===== config.mk =====
export PLATFORM = sky130hd
export DESIGN_NAME = regfile_wb_queue
export DESIGN_NICKNAME = d
export VERILOG_FILES = /design/src/rtl/regfile_wb_queue.sv
export SDC_FILE = /design/constraint.sdc
export NUM_CORES = 1
export LEC_CHECK = 0
export CORE_ASPECT_RATIO = 1.2
export CORE_MARGIN = 2
export CORE_UTILIZATION = 55
export CTS_CLUSTER_SIZE = 20
export DETAILED_ROUTE_END_ITERATION = 10
export PLACE_DENSITY = 0.82
export SYNTH_ARGS = -nofsm -noshare
export SYNTH_HDL_FRONTEND = slang
export SYNTH_SLANG_ARGS = --single-unit

===== constraint.sdc =====
create_clock -name CLK -period 7.56 [get_ports CLK]
set_clock_uncertainty 0.05 [all_clocks]
set_input_delay 1.512 -clock CLK [delete_from_list [all_inputs] [get_ports CLK]]
set_output_delay 1.512 -clock CLK [all_outputs]
set_load 0.02 [all_outputs]

===== src/rtl/regfile_wb_queue.sv =====
// Writeback queue in front of the register file write port.
// Serialises ALU/Mem results in order and forwards queued values to readers.
module regfile_wb_queue #(
  parameter int DEPTH = 4,
  parameter int AW    = 5,
  parameter int DW    = 32
) (
  input  logic                   CLK,
  input  logic                   RESET,
  input  logic                   AluValid,
  input  logic [AW-1:0]          AluReg,
  input  logic [DW-1:0]          AluData,
  input  logic                   MemValid,
  input  logic [AW-1:0]          MemReg,
  input  logic [DW-1:0]          MemData,
  output logic                   InReady,
  output logic [AW-1:0]          WriteReg1,
  output logic [DW-1:0]          WriteData1,
  output logic                   Write1,
  input  logic [AW-1:0]          RegA1,
  input  logic [AW-1:0]          RegB1,
  input  logic [AW-1:0]          RegC1,
  output logic                   FwdHitA,
  output logic                   FwdHitB,
  output logic                   FwdHitC,
  output logic [DW-1:0]          FwdDataA,
  output logic [DW-1:0]          FwdDataB,
  output logic [DW-1:0]          FwdDataC,
  output logic [$clog2(DEPTH):0] Count
);

  localparam int PW = $clog2(DEPTH);
  localparam int CW = PW + 1;

  typedef struct packed {
    logic [AW-1:0] rg;
    logic [DW-1:0] data;
  } entry_t;

  typedef struct packed {
    logic          hit;
    logic [DW-1:0] data;
  } fwd_t;

  entry_t        slots [DEPTH];
  logic [PW-1:0] head;
  logic [PW-1:0] tail;
  logic [CW-1:0] cnt;

  logic          ready;
  logic          memAcc;
  logic          aluAcc;
  logic [1:0]    pushes;
  logic          pop;
  logic [PW-1:0] aluSlot;
  fwd_t          fwdA;
  fwd_t          fwdB;
  fwd_t          fwdC;

  assign ready   = cnt <= CW'(DEPTH - 2);
  assign memAcc  = MemValid && ready && (MemReg != '0);
  assign aluAcc  = AluValid && ready && (AluReg != '0);
  assign pushes  = {1'b0, memAcc} + {1'b0, aluAcc};
  assign pop     = cnt != '0;
  // ALU entry lands behind the Mem entry when both are pushed
  assign aluSlot = tail + PW'(memAcc);

  always_ff @(posedge CLK) begin
    if (RESET) begin
      head <= '0;
      tail <= '0;
      cnt  <= '0;
    end else begin
      head <= head + PW'(pop);
      tail <= tail + PW'(pushes);
      cnt  <= cnt + CW'(pushes) - CW'(pop);
    end
  end

  always_ff @(posedge CLK) begin
    if (!RESET) begin
      if (memAcc) slots[tail] <= '{rg: MemReg, data: MemData};
      if (aluAcc) slots[aluSlot] <= '{rg: AluReg, data: AluData};
    end
  end

  // Walk oldest to youngest so the youngest match wins
  function automatic fwd_t lookup(input logic [AW-1:0] r);
    fwd_t          res;
    logic [PW-1:0] idx;
    res = '0;
    for (int i = 0; i < DEPTH; i++) begin
      idx = head + PW'(i);
      if (CW'(i) < cnt && slots[idx].rg == r) begin
        res.hit  = 1'b1;
        res.data = slots[idx].data;
      end
    end
    if (RESET || r == '0) res = '0;
    return res;
  endfunction

  always_comb begin
    fwdA = lookup(RegA1);
    fwdB = lookup(RegB1);
    fwdC = lookup(RegC1);
  end

  assign FwdHitA  = fwdA.hit;
  assign FwdHitB  = fwdB.hit;
  assign FwdHitC  = fwdC.hit;
  assign FwdDataA = fwdA.data;
  assign FwdDataB = fwdB.data;
  assign FwdDataC = fwdC.data;

  assign InReady    = RESET || ready;
  assign Write1     = !RESET && pop;
  assign WriteReg1  = Write1 ? slots[head].rg : '0;
  assign WriteData1 = Write1 ? slots[head].data : '0;
  assign Count      = cnt;

endmodule


==> flow_metrics.tcl <==
set metrics [dict create \
    status "complete, no violations" \
    sequentialPowerShare_pct 24.2 \
    postSynthAreaPerCell_um2 12.0 \
    cts.htree.levels 4 \
    insertion_delay_ps 450 \
    core_area_mm2 0.0264 \
    cts_setup_buffers 0 \
    final.min_clock_period_ps 6960 \
    multi_input_comb_area_mm2 0.00972 \
    p_comb_share_pct 60.2 \
    synth_async_sr_flop_share_pct 0 \
    vias_per_cell 7.14 \
    final_net_count 1491 \
    start_util_pct 56.1 \
    setup_total_negative_slack_ps 0 \
    min_from "Count[2]" \
    postSynthRegisterBits 155 \
    critical_path.top_delay_family "compound AO/OA/AOI/OAI gates" \
    crit_fanout 25 \
    tightest_slew_ps 1230 \
    setup.worst_path.start_class "input port" \
    boundaryPins 234 \
    grt_start_max_net_pins 63 \
    min_period_over_period_pct 92.1 \
    layout-area-overhead-vs-synth_pct 21.4 \
    hold_fails_final_rpt 0 \
    grt_pass1_wl_um 72800 \
    synth_flop_cell "sky130_fd_sc_hd__edfxtp_1" \
    finalSetupViolations 0 \
    critical_path.reg2reg.startpoint "Count[2]" \
    yosysWarnings 0 \
    r2r_end "Count[2]" \
    r2r_setup_slack_ps 4220 \
    grt-ovfl-total 0 \
    cts_tree "built" \
    most_numerous_cell_on_the_critical_path "sky130_fd_sc_hd__clkdlybuf4s50_1" \
    die-width_um 154 \
    routed_wirelength_um 48100 \
    power.switching_fraction_pct 41.7 \
    synth_fp_nets 1338 \
    rows 65 \
    slew_headroom_pct 18.2 \
    detail_route.drc_violations 0 \
    numPortBuffers 233 \
    clock_tree.root_cell "sky130_fd_sc_hd__clkbuf_16" \
    synth-seq-area-share_pct 31.0 \
    clock_power_share_pct 15.6 \
    instances_no_fill 1744 \
    finalWeightedCongestion 1.01 \
    detailroute.via_count 12400 \
    worst_path_cell_chain "clkdlybuf4s50_1 > xnor2_1 > a2111oi_0 > o211ai_4 > a21o_1 > buf_4 > a2bb2oi_1 > a211oi_1 > clkdlybuf4s50_1" \
    num-fill-cells 1945 \
    hold_depth 2 \
    critical_path.n_buffers_inverters 3 \
    clock_tree.buffer_depth 2 \
    power_per_cell_area_mw_per_mm2 312 \
    internal_power_mw 3.27 \
    cts_hold_buf 0 \
    global_route.usage.total_pct 33.7 \
    timing_max_transition_violations_final 0 \
    pre_cts_slack_ps 727 \
    post_synth_inst_count 1238 \
    placed_cells 1707 \
    grt_setup_unrepaired "false" \
    ir_worst_vdd_mv 0.192 \
    layout.area.seq_mm2 0.00459 \
    worst_ep_required_time_ps 6000 \
    layout.core_utilization_pct 68.1 \
    floorplan.die.height_um 184 \
    netlist_area_mm2 0.0148 \
    setup.worst_path.end_class "primary output" \
    sink_count 155 \
    netSwitchingPower_mw 2.34 \
    synth.lib_cells_used.distinct 57 \
    final_layout_size_suffix_gt1_share_pct 27.4 \
    drtIter0Drc 1242 \
    die_area_mm2 0.0282 \
    cts_repair_resize_count 0 \
    hold_path.class "reg -> reg" \
    first_global_vias 12500 \
    cts_inserted_buffers 17 \
    synth_enable_flop_cells 148 \
    path_class "in -> out" \
    timing.critical_path.slowest_cell_delay_ps 800 \
    timing.final.ws_setup_ps 598 \
    power.static_leakage_nw 5.96 \
    routedWlPerCell_um 27.6 \
    min_to "Count[2]" \
    count_of_maximum_capacitance_violations 0 \
    antenna_violations_before_repair 5 \
    critical-path-slowest-cell "sky130_fd_sc_hd__a2111oi_0" \
    total_iterations_of_the_first_detailed_routing_run 5 \
    detailed_place_hpwl_um 31000 \
    worst_ep_arrival_time_ps 5400 \
    clkTransAtPathRegs_ps 70 \
    worst-r2r-cell-count 12 \
    antenna_violating_nets_post_route 0 \
    max_freq_mhz 144 \
]
## layer usage
| metal | global-route usage (%) | routed length (um) |
|---|---|---|
| met5 | 0 | 0 |
| met2 | 56.6 | 24100 |
| met4 | 20.4 | 2540 |
| met3 | 4.90 | 4330 |
| met1 | 41.3 | 17100 |
## synthesized netlist by cell type, types with 2 or more instances
| cell | instances | area share (%) |
|---|---|---|
| sky130_fd_sc_hd__and3b_1 | 2 | 0.12 |
| sky130_fd_sc_hd__inv_1 | 12 | 0.30 |
| sky130_fd_sc_hd__o211ai_1 | 3 | 0.15 |
| sky130_fd_sc_hd__buf_4 | 4 | 0.20 |
| sky130_fd_sc_hd__edfxtp_1 | 148 | 30 |
| sky130_fd_sc_hd__or3_1 | 4 | 0.17 |
| sky130_fd_sc_hd__xor2_1 | 22 | 1.3 |
| sky130_fd_sc_hd__mux2i_1 | 117 | 7.9 |
| sky130_fd_sc_hd__a31oi_1 | 4 | 0.17 |
| sky130_fd_sc_hd__a21oi_1 | 24 | 0.81 |
| sky130_fd_sc_hd__nor2_1 | 102 | 2.6 |
| sky130_fd_sc_hd__nand3_1 | 3 | 0.10 |
| sky130_fd_sc_hd__nand4_1 | 8 | 0.34 |
| sky130_fd_sc_hd__nor3_2 | 4 | 0.27 |
| sky130_fd_sc_hd__a2bb2oi_1 | 87 | 5.2 |
| sky130_fd_sc_hd__a211oi_2 | 10 | 0.85 |
| sky130_fd_sc_hd__xnor2_1 | 47 | 2.8 |
| sky130_fd_sc_hd__ha_1 | 6 | 0.51 |
| sky130_fd_sc_hd__clkbuf_1 | 68 | 1.7 |
| sky130_fd_sc_hd__buf_2 | 46 | 1.6 |
| sky130_fd_sc_hd__dfxtp_1 | 7 | 0.95 |
| sky130_fd_sc_hd__nor3_1 | 12 | 0.41 |
| sky130_fd_sc_hd__buf_1 | 8 | 0.20 |
| sky130_fd_sc_hd__mux2_2 | 152 | 12 |
| sky130_fd_sc_hd__nor4_1 | 2 | 0.085 |
| sky130_fd_sc_hd__mux4_2 | 131 | 20 |
| sky130_fd_sc_hd__or4_1 | 4 | 0.20 |
| sky130_fd_sc_hd__nand2_1 | 20 | 0.51 |
| sky130_fd_sc_hd__or2_2 | 3 | 0.13 |
| sky130_fd_sc_hd__o21bai_1 | 4 | 0.20 |
| sky130_fd_sc_hd__o21a_1 | 2 | 0.10 |
| sky130_fd_sc_hd__o21ai_0 | 11 | 0.37 |
| sky130_fd_sc_hd__mux2_1 | 5 | 0.38 |
| sky130_fd_sc_hd__a211oi_1 | 78 | 4.0 |
| sky130_fd_sc_hd__and2_1 | 39 | 1.6 |
| sky130_fd_sc_hd__nand2b_1 | 2 | 0.085 |
| sky130_fd_sc_hd__nor2b_1 | 12 | 0.51 |
| sky130_fd_sc_hd__a21o_1 | 3 | 0.15 |
| sky130_fd_sc_hd__buf_6 | 4 | 0.30 |
## state kept, by name (all words and copies together), names as in the netlist
signal  count
Count       3
head        2
slots     148
tail        2
## cells by family after synthesis
| group | share of synthesized area [%] |
|---|---|
| AO/OA/AOI/OAI | 12.7 |
| XOR/XNOR | 4.08 |
| adder cells (fa/ha/maj) | 0.643 |
| buffers and inverters | 4.30 |
| flip-flops | 31.0 |
| multiplexers | 39.9 |
| AND/OR/NAND/NOR | 7.39 |
## through the flow
step	cell area (um^2)	total power, mW	hold slack (ps)
finish	18000	5.61	666
CTS	17900	5.57	659
global placement	17400	4.59	605
global route	18000	5.87	724
detailed placement	17400	4.68	645
floorplan	14800	3.75	633
## final cells by class
cell class / count / area share [%]
diodes: 5 / 0.0697
clock buffers: 17 / 2.37
clock inverters: 15 / 0.913
inverters: 12 / 0.251
multi-input cells: 941 / 54.1
flip-flops and latches: 155 / 25.6
well taps: 335 / 2.33
repair buffers: 264 / 14.4
## worst reg2reg max path, stage by stage, from the launching register on
cell and delay, ps:
sky130_fd_sc_hd__dfxtp_1 440, sky130_fd_sc_hd__a21oi_2 540, sky130_fd_sc_hd__o211ai_1 440, sky130_fd_sc_hd__inv_1 210, sky130_fd_sc_hd__ha_1 170, sky130_fd_sc_hd__inv_1 60
sky130_fd_sc_hd__ha_1 270, sky130_fd_sc_hd__inv_1 40, sky130_fd_sc_hd__ha_1 190, sky130_fd_sc_hd__fa_1 440, sky130_fd_sc_hd__xor2_1 190, sky130_fd_sc_hd__xnor2_1 130
sky130_fd_sc_hd__nor2_1 50
## placed cells by master, fill, tap and decap left out, types with 22 or more instances in the layout
cell / n
sky130_fd_sc_hd__clkdlybuf4s50_1: 233
sky130_fd_sc_hd__nor2_1: 100
sky130_fd_sc_hd__mux2_2: 152
sky130_fd_sc_hd__xnor2_1: 47
sky130_fd_sc_hd__mux4_2: 131
sky130_fd_sc_hd__xor2_1: 22
sky130_fd_sc_hd__a2bb2oi_1: 87
sky130_fd_sc_hd__a211oi_1: 78
sky130_fd_sc_hd__and2_1: 38
sky130_fd_sc_hd__buf_4: 30
sky130_fd_sc_hd__mux2i_1: 117
sky130_fd_sc_hd__a21oi_1: 23
sky130_fd_sc_hd__edfxtp_1: 148
## power by group through the flow
stage | clock, mW | sequential, mW | combinational, mW
final | 0.876 | 1.36 | 3.38
after floorplan | 0 | 1.23 | 2.52
after detailed placement | 0 | 1.37 | 3.32
after CTS | 0.875 | 1.35 | 3.35
after global placement | 0 | 1.34 | 3.25
after global routing | 0.908 | 1.38 | 3.58
## how the worst max path moves through the flow
| stage | startpoint | end | slack, ps | depth (start not counted) |
|---|---|---|---|---|
| floorplan | RegC1[4] | FwdDataC[11] | 2330 | 8 |
| finish | RegC1[4] | FwdDataC[7] | 600 | 9 |
| CTS | RegA1[0] | FwdDataA[25] | 700 | 9 |
| global placement | RegA1[0] | FwdDataA[24] | 740 | 9 |
| global route | RegC1[4] | FwdDataC[5] | 470 | 9 |
| detailed placement | RegA1[0] | FwdDataA[25] | 730 | 9 |
Power figures use the tool's default switching activity.
